File: src/rtl/context_switch_master.sv
// Context switch initiator: saves PC+GPRs into the outgoing process's RAM window,
// commits the new base offset, then reloads PC+GPRs from the incoming window.
module context_switch_master #(
  parameter int          NREGS         = 32,
  parameter logic [11:0] CTX_BASE      = 12'hF00,
  parameter int          RD_LAT        = 1,
  parameter int          OFFSET_SETTLE = 1
) (
  input  logic        clk,
  input  logic        reset,
  input  logic        start,
  input  logic [11:0] new_offset,
  input  logic [31:0] pc_in,
  input  logic [31:0] rf_rdata,
  input  logic [31:0] mem_rdata,
  output logic        busy,
  output logic        done,
  output logic [11:0] cur_offset,
  output logic [4:0]  rf_raddr,
  output logic [4:0]  rf_waddr,
  output logic [31:0] rf_wdata,
  output logic        rf_we,
  output logic [31:0] pc_out,
  output logic        pc_load,
  output logic [11:0] mem_addr,
  output logic [31:0] mem_data,
  output logic        mem_we,
  output logic [11:0] process_offset,
  output logic        offset_change
);

  localparam int              KW      = (NREGS > 1) ? $clog2(NREGS) : 1;
  localparam logic [KW-1:0]   K_LAST  = KW'(NREGS - 1);
  localparam int              PW      = $clog2(RD_LAT + 1) + 1;
  localparam logic [PW-1:0]   PH_LAST = PW'(RD_LAT);
  localparam int              SW      = $clog2(OFFSET_SETTLE + 1) + 1;
  localparam logic [SW-1:0]   S_LAST  = SW'((OFFSET_SETTLE > 0) ? OFFSET_SETTLE - 1 : 0);

  typedef enum logic [2:0] {
    S_IDLE,
    S_SAVE,
    S_SWITCH,
    S_SETTLE,
    S_RESTORE,
    S_DONE
  } state_t;

  state_t        state, state_next;
  logic [KW-1:0] k;
  logic [PW-1:0] ph;
  logic [SW-1:0] sc;
  logic [11:0]   off_lat;
  logic [11:0]   slot_addr;
  logic [4:0]    slot_idx;
  logic          slot_end;

  assign slot_addr = CTX_BASE + 12'(k);
  assign slot_idx  = 5'(k);
  assign slot_end  = (ph == PH_LAST);

  always_comb begin
    state_next = state;
    case (state)
      S_IDLE:    if (start) state_next = S_SAVE;
      S_SAVE:    if (k == K_LAST) state_next = S_SWITCH;
      S_SWITCH:  state_next = (OFFSET_SETTLE > 0) ? S_SETTLE : S_RESTORE;
      S_SETTLE:  if (sc == S_LAST) state_next = S_RESTORE;
      S_RESTORE: if (slot_end && (k == K_LAST)) state_next = S_DONE;
      S_DONE:    state_next = S_IDLE;
      default:   state_next = S_IDLE;
    endcase
  end

  // Slot 0 of the context is the PC; the register file only ever sees slots 1..NREGS-1.
  always_comb begin
    busy           = 1'b0;
    done           = 1'b0;
    rf_raddr       = 5'd0;
    rf_waddr       = 5'd0;
    rf_wdata       = 32'd0;
    rf_we          = 1'b0;
    mem_addr       = 12'd0;
    mem_data       = 32'd0;
    mem_we         = 1'b0;
    process_offset = 12'd0;
    offset_change  = 1'b0;
    case (state)
      S_SAVE: begin
        busy     = 1'b1;
        mem_we   = 1'b1;
        mem_addr = slot_addr;
        rf_raddr = slot_idx;
        mem_data = (k == '0) ? pc_in : rf_rdata;
      end
      S_SWITCH: begin
        busy           = 1'b1;
        offset_change  = 1'b1;
        process_offset = off_lat;
      end
      S_SETTLE: begin
        busy           = 1'b1;
        process_offset = off_lat;
      end
      S_RESTORE: begin
        busy           = 1'b1;
        process_offset = off_lat;
        mem_addr       = slot_addr;
        if (slot_end && (slot_idx != 5'd0)) begin
          rf_we    = 1'b1;
          rf_waddr = slot_idx;
          rf_wdata = mem_rdata;
        end
      end
      S_DONE: begin
        done           = 1'b1;
        process_offset = off_lat;
      end
      default: ;
    endcase
  end

  // Slot counter k is shared by save and restore; it wraps to 0 at the end of each pass.
  always_ff @(posedge clk or posedge reset) begin
    if (reset) begin
      state      <= S_IDLE;
      k          <= '0;
      ph         <= '0;
      sc         <= '0;
      off_lat    <= 12'd0;
      cur_offset <= 12'd0;
      pc_out     <= 32'd0;
      pc_load    <= 1'b0;
    end else begin
      state   <= state_next;
      pc_load <= 1'b0;
      case (state)
        S_IDLE: begin
          if (start) begin
            off_lat <= new_offset;
            k       <= '0;
          end
        end
        S_SAVE: begin
          k  <= (k == K_LAST) ? '0 : k + KW'(1);
          ph <= '0;
          sc <= '0;
        end
        S_SWITCH: begin
          cur_offset <= off_lat;
          sc         <= '0;
          ph         <= '0;
        end
        S_SETTLE: sc <= sc + SW'(1);
        S_RESTORE: begin
          if (slot_end) begin
            ph <= '0;
            k  <= (k == K_LAST) ? '0 : k + KW'(1);
            if (k == '0) begin
              pc_out  <= mem_rdata;
              pc_load <= 1'b1;
            end
          end else begin
            ph <= ph + PW'(1);
          end
        end
        default: ;
      endcase
    end
  end

endmodule

File: config.mk
export PLATFORM = sky130hd
export DESIGN_NAME = context_switch_master
export DESIGN_NICKNAME = d
export VERILOG_FILES = /design/src/rtl/context_switch_master.sv
export SDC_FILE = /design/constraint.sdc
export NUM_CORES = 1
export LEC_CHECK = 0
export CAP_MARGIN = 15
export CORE_UTILIZATION = 37
export DETAILED_ROUTE_END_ITERATION = 7
export GPL_ROUTABILITY_DRIVEN = 1
export PLACE_DENSITY_LB_ADDON = 0.15
export SLEW_MARGIN = 20
export SYNTH_ARGS = -nofsm -noshare
export SYNTH_HDL_FRONTEND = slang
export SYNTH_SLANG_ARGS = --single-unit
File: constraint.sdc
create_clock -name clk -period 2.4 [get_ports clk]
set_input_delay 0.48 -clock clk [delete_from_list [all_inputs] [get_ports clk]]
set_output_delay 0.48 -clock clk [all_outputs]
set_load 0.03 [all_outputs]
Word level (Yosys, flattened, before mapping)
Index checks and enable logic that the tools add are counted.
{"block": "classes", "reduce_logical": 17, "n_mux": 30, "n_eq_ne": 12, "addsub": 4}
{"cell": "32-bit two-way mux", "count": 4}
{"cell": "5-bit two-way mux", "count": 6}
{"cell": "12-bit two-way mux", "count": 2}
{"cell": "3-bit case mux with 5 select lines", "count": 1}
{"cell": "5-bit case mux with 3 select lines", "count": 1}
{"cell": "3-bit two-way mux", "count": 4}
{"cell": "9-bit by 6-bit adder with 10-bit output (first input constant)", "count": 1}
{"cell": "2-bit inequality test (second input constant)", "count": 5}
{"cell": "1-bit two-way mux", "count": 9}
{"cell": "2-bit case mux with 2 select lines", "count": 2}
{"cell": "4-bit OR reduction", "count": 2}
{"cell": "3-bit by 2-bit == test with 1-bit output (second input constant)", "count": 2}
{"cell": "3-bit == test (second input constant)", "count": 2}
{"cell": "3-bit AND reduction", "count": 2}
{"cell": "5-bit by 1-bit adder with 5-bit output (second input constant)", "count": 1}
{"cell": "5-bit == test (second input constant)", "count": 1}
{"cell": "5-bit zero test", "count": 1}
{"cell": "5-bit nonzero test", "count": 1}
{"cell": "2-bit by 1-bit adder with 2-bit output (second input constant)", "count": 2}
{"cell": "4-bit AND reduction", "count": 1}
{"cell": "2-bit nonzero test", "count": 2}
{"cell": "2-bit OR reduction", "count": 2}
{"cell": "3-bit by 1-bit == test with 1-bit output (second input constant)", "count": 1}
{"cell": "3-bit zero test", "count": 1}
{"cell": "other kinds (6)", "count": 7}
{"block": "totals", "in_bits": 111, "regBits": 69, "wordCells": 71}

Logic depth before layout (Yosys ltp)
Gate-level depths: netlist of run 1.
{"block": "logic_depth", "depth_word": 4, "ltp_mapped": 7, "depth_no_buf": 7}

Least setup slack after synthesis of run 1
Ideal clock, no wire load.
{"block": "synth_timing", "path_type": "register to output", "from": "reg k[0]", "to": "out mem_data[24]", "path_slack_ns": 0.037, "path_buffers": 1, "path_stages_with_launch": 7, "t_required_ns": 1.920, "t_arrival_ns": 1.883, "cell_sequence": "dfrtp_1 inv_1 ha_1 nor4b_2 buf_2 nand2_1 a21oi_1"}
{"block": "synth_via", "elab_chain_len": 3}
{"item": "start, declared", "line_no": "49", "source": "logic [KW-1:0] k;"}
{"item": "start signal, assigned", "line_no": "144", "source": "k <= (k == K_LAST) ? '0 : k + KW'(1);"}
{"item": "start signal, assigned", "line_no": "157", "source": "k <= (k == K_LAST) ? '0 : k + KW'(1);"}
{"item": "5-bit zero test", "line_no": "93", "source": "mem_data = (k == '0) ? pc_in : rf_rdata;"}
{"item": "32-bit two-way mux", "line_no": "93"}
{"item": "32-bit two-way mux", "line_no": "87", "source": "case (state)"}
{"item": "end, declared", "line_no": "26", "source": "output logic [31:0] mem_data,"}
Every way passes these cells.

Final worst setup path of run 1
{"block": "layout_timing", "from": "reg k[0]", "to": "out mem_data[29]"}
Same word-level chain as after synthesis.

==> summary.md, run 1 <==
| Metric | Value |
|---|---|
| Status | `finished, violations left` |
| Failing checks | `setup timing` |
| RePlAce Congestion | `between 0.8 and 0.9` |
| Root buf cell | `clkbuf_8` |
| Fin crit share | `109.3%` |
| Commonest non-fill, non-tap cell in the layout | `clkdlybuf4s50_1` |
| Crit-path max FO | `12` |
| Starting Density | `between 30% and 40%` |
| FMAX | `381.2 MHz` |
| Area grow syn2layout | `102.8%` |
| Vias per cell | `5.207` |
| Most frequent cells in the layout | `155 x clkdlybuf4s50_1, 70 x buf_4, 69 x dfrtp_1, 66 x buf_6, 39 x nand2_1` |
| Grt total ovfl | `0` |
| First-pass DRT Iterations | `4` |
| Fraction of layout cells with a size suffix above 1 | `a little under half` |
| Worst setup path category | `reg -> out` |
| First-pass GRT wire length | `between 20 and 25 mm` |
| # nets final | `between 800 and 900` |
| Fin. max-slew vios | `0` |
| Max_cap viols | `0` |
| CP required | `between 1.5 and 2 ns` |
| Synthesized area per cell | `roughly 10 µm²` |
| Worst min path class | `reg -> reg` |
| Chip height | `~110 µm` |
| Pwr Total | `approximately 6.4 mW` |
| Worst skew pair latency | `~0.35 ns` |
| YS warnings | `0` |
| Hpwl dp | `between 9 and 10 mm` |
| Peak supply drop | `a little under 0.5 mV` |
| Core ar. | `between 0.01 and 0.015 mm²` |
| Setup crit end kind | `output port` |
| Final antenna-violating net count | `0` |
| DRT Wirelength | `approximately 17 mm` |
| Sequential cell area | `around 0.0017 mm²` |
| Gate Count Post-Synth | `about 400` |
| CTS tree | `done` |
| Gr usage total | `between 20% and 30%` |
| Antenna cells | `0` |
| Final hold violation count | `0` |
| Die area | `about 0.011 mm²` |
| FILL cells | `approximately 640` |
| Total number of vias | `between 4000 and 5000` |
| Die W | `105.3 µm` |
| Yosys reg bits | `69` |
| Wire length per cell | `20.90 µm` |
| Clk_skew | `~0.0083 ns` |
| Rows | `37` |
| Synth Cell Area | `about 0.004 mm²` |
| Area leader, netlist | `dfrtp_1` |
| Clock Sink Count | `69` |
| Synth top area share | `43.73%` |
| Max H-tree Level | `3` |
| Post-synth cell types | `38` |
| Unrepaired setup endpoints after global routing | `yes` |
| I/O pin count | `259` |
| Clk buf depth | `2` |
| Dominant cells by area after synthesis | `dfrtp_1 44%, mux2_4 11%, mux2_2 7.7%` |
| Detailed Route Iter0 Violations | `approximately 240` |
| Drc violations | `0` |
| Clock-pin transition on the worst setup and hold timing paths | `0.07 ns` |
| Setup violators final | `64` |
| Critical Path AT | `around 2.1 ns` |
| P per Cell Area | `802.9 mW/mm²` |
| Area of the multi-input gates | `0.002557 mm²` |
| Startpoint Class | `flop` |
| Core Util, Final | `around 78%` |
| Total CTS buffers | `9` |
| Initial antenna violation count | `0` |
| Post-synthesis sequential area ratio | `43.73%` |
| Leak pwr | `3.689 nW` |
| Final min period | `2.623 ns` |
| Port-buffer cells | `255` |
| Number of global-route vias before repair | `roughly 4500` |
| Final setup margin | `-0.2231 ns` |
| Hold_ws | `between 0.4 and 0.5 ns` |
| Largest net degree at the start of global routing | `70` |
-- per-stage QoR --
step	instances	setup WS, ns	TNS, ns	instance area, µm²
2_1_floorplan	397	0.03687	0	3956
3_3_place_gp	789	-0.1107	-3.387	6655
3_5_place_dp	789	-0.1459	-4.212	6655
4_1_cts	825	-0.2118	-9.955	7587
5_1_grt	832	-0.2607	-14.07	8008
6_report	832	-0.2231	-8.838	8008
-- area by class of cell --
class | instances | share of cell area, %
sequential | 69 | 21.56
clock inverter | 5 | 1.016
clock buffer | 11 | 1.891
multi-input combinational | 287 | 31.94
inverter | 7 | 0.3281
timing repair buffer | 317 | 41.14
tap | 136 | 2.125
-- sequential cells by signal, indices dropped and copies added (netlist names) --
name	cells
pc_out	32
sc	2
k	5
off_lat	12
cur_offset	12
state	3
pc_load	1
ph	2
-- power breakdown --
part | switching (mW) | internal (mW) | total [mW]
logic | 2.12 | 1.77 | 3.89
clock network | 0.466 | 0.644 | 1.11
registers | 0.111 | 1.32 | 1.43
total | 2.69 | 3.73 | 6.43
-- critical path, stage by stage, from the launching register on --
cell and delay (ns):
dfrtp_1 0.39, inv_2 0.09, ha_4 0.13, buf_4 0.09
buf_4 0.09, nor4b_4 0.20, buf_6 0.18, buf_12 0.14
nand2_1 0.14, a21oi_4 0.19, buf_6 0.15
-- layer usage --
layer	vias up	part of all wire [%]	global-route usage (%)
met5	-	0	0
li1	1935	-	-
met4	0	3.7	11.87
met3	45	5.4	8.163
met2	187	53	50.23
met1	2165	37	32.45
-- cell usage after synthesis --
cell type / number
a21o_1: 1
a21oi_1: 36
a32o_1: 1
and2_1: 21
and3_1: 33
and3b_1: 1
buf_1: 1
buf_12: 3
buf_2: 10
buf_4: 8
buf_6: 1
clkbuf_1: 12
conb_1: 1
dfrtp_1: 69
ha_1: 4
inv_1: 7
mux2_2: 27
mux2_4: 29
mux2i_1: 1
nand2_1: 76
nand2b_1: 3
nand3_1: 8
nand3b_1: 3
nand4b_1: 1
nor2_1: 10
nor2_8: 1
nor2b_1: 3
nor3_1: 5
nor4b_2: 1
o211a_1: 1
o211ai_1: 1
o21ai_0: 8
o22ai_1: 1
o32a_1: 1
o32ai_1: 1
or2_2: 2
or4b_4: 1
xnor2_1: 2
-- worst paths after layout --
check / endpoint / slack [ns] / start / depth (start not counted)
max in group asynchronous: k[0] / 1.57 / reset / 3
max reg2reg: pc_out[0] / 0.02 / k[0] / 9
max: mem_data[29] / -0.22 / k[0] / 10
min: sc[0] / 0.50 / sc[0] / 1
min reg2reg: sc[0] / 0.50 / sc[0] / 1
min in group asynchronous: off_lat[3] / 0.51 / reset / 3
-- logic make-up (layout without fill, tap and decap cells) --
| kind of cell | after synthesis | count (layout) | share of synthesized area [%] |
|---|---|---|---|
| adders and majority gates | 4 | 4 | 1.267 |
| DFF | 69 | 69 | 43.73 |
| muxes | 57 | 57 | 18.98 |
| other | 1 | 3 | 0.09497 |
| and+or+nand+nor | 169 | 170 | 21.89 |
| buffers and inverters | 42 | 340 | 6.496 |
| AOI/OAI and AO/OA | 51 | 51 | 7.098 |
| xor gates and xnor gates | 2 | 2 | 0.4437 |
-- what timing repair did --
action | 4_1_cts | 5_1_grt
resized for setup | 331 | 101
hold buffers | 0 | 0
cloned | 8 | 3
endpoints found under the hold margin | 0 | 0
setup buffers | 12 | 6
endpoints found under the setup margin | 86 | 112
pin swaps | 49 | 17
No activity file was read; power rests on OpenSTA's default activity.
==> inputs of run 2 (changes only) <==
--- a/config.mk
+++ b/config.mk
@@ -5,7 +5,7 @@
 export SDC_FILE = /design/constraint.sdc
 export NUM_CORES = 1
 export LEC_CHECK = 0
-export CAP_MARGIN = 15
+export CAP_MARGIN = 20
 export CORE_UTILIZATION = 37
 export DETAILED_ROUTE_END_ITERATION = 7
 export GPL_ROUTABILITY_DRIVEN = 1
==> results of run 2 <==
Same layout as run 1: the final DEF is identical, and so are final timing and power.
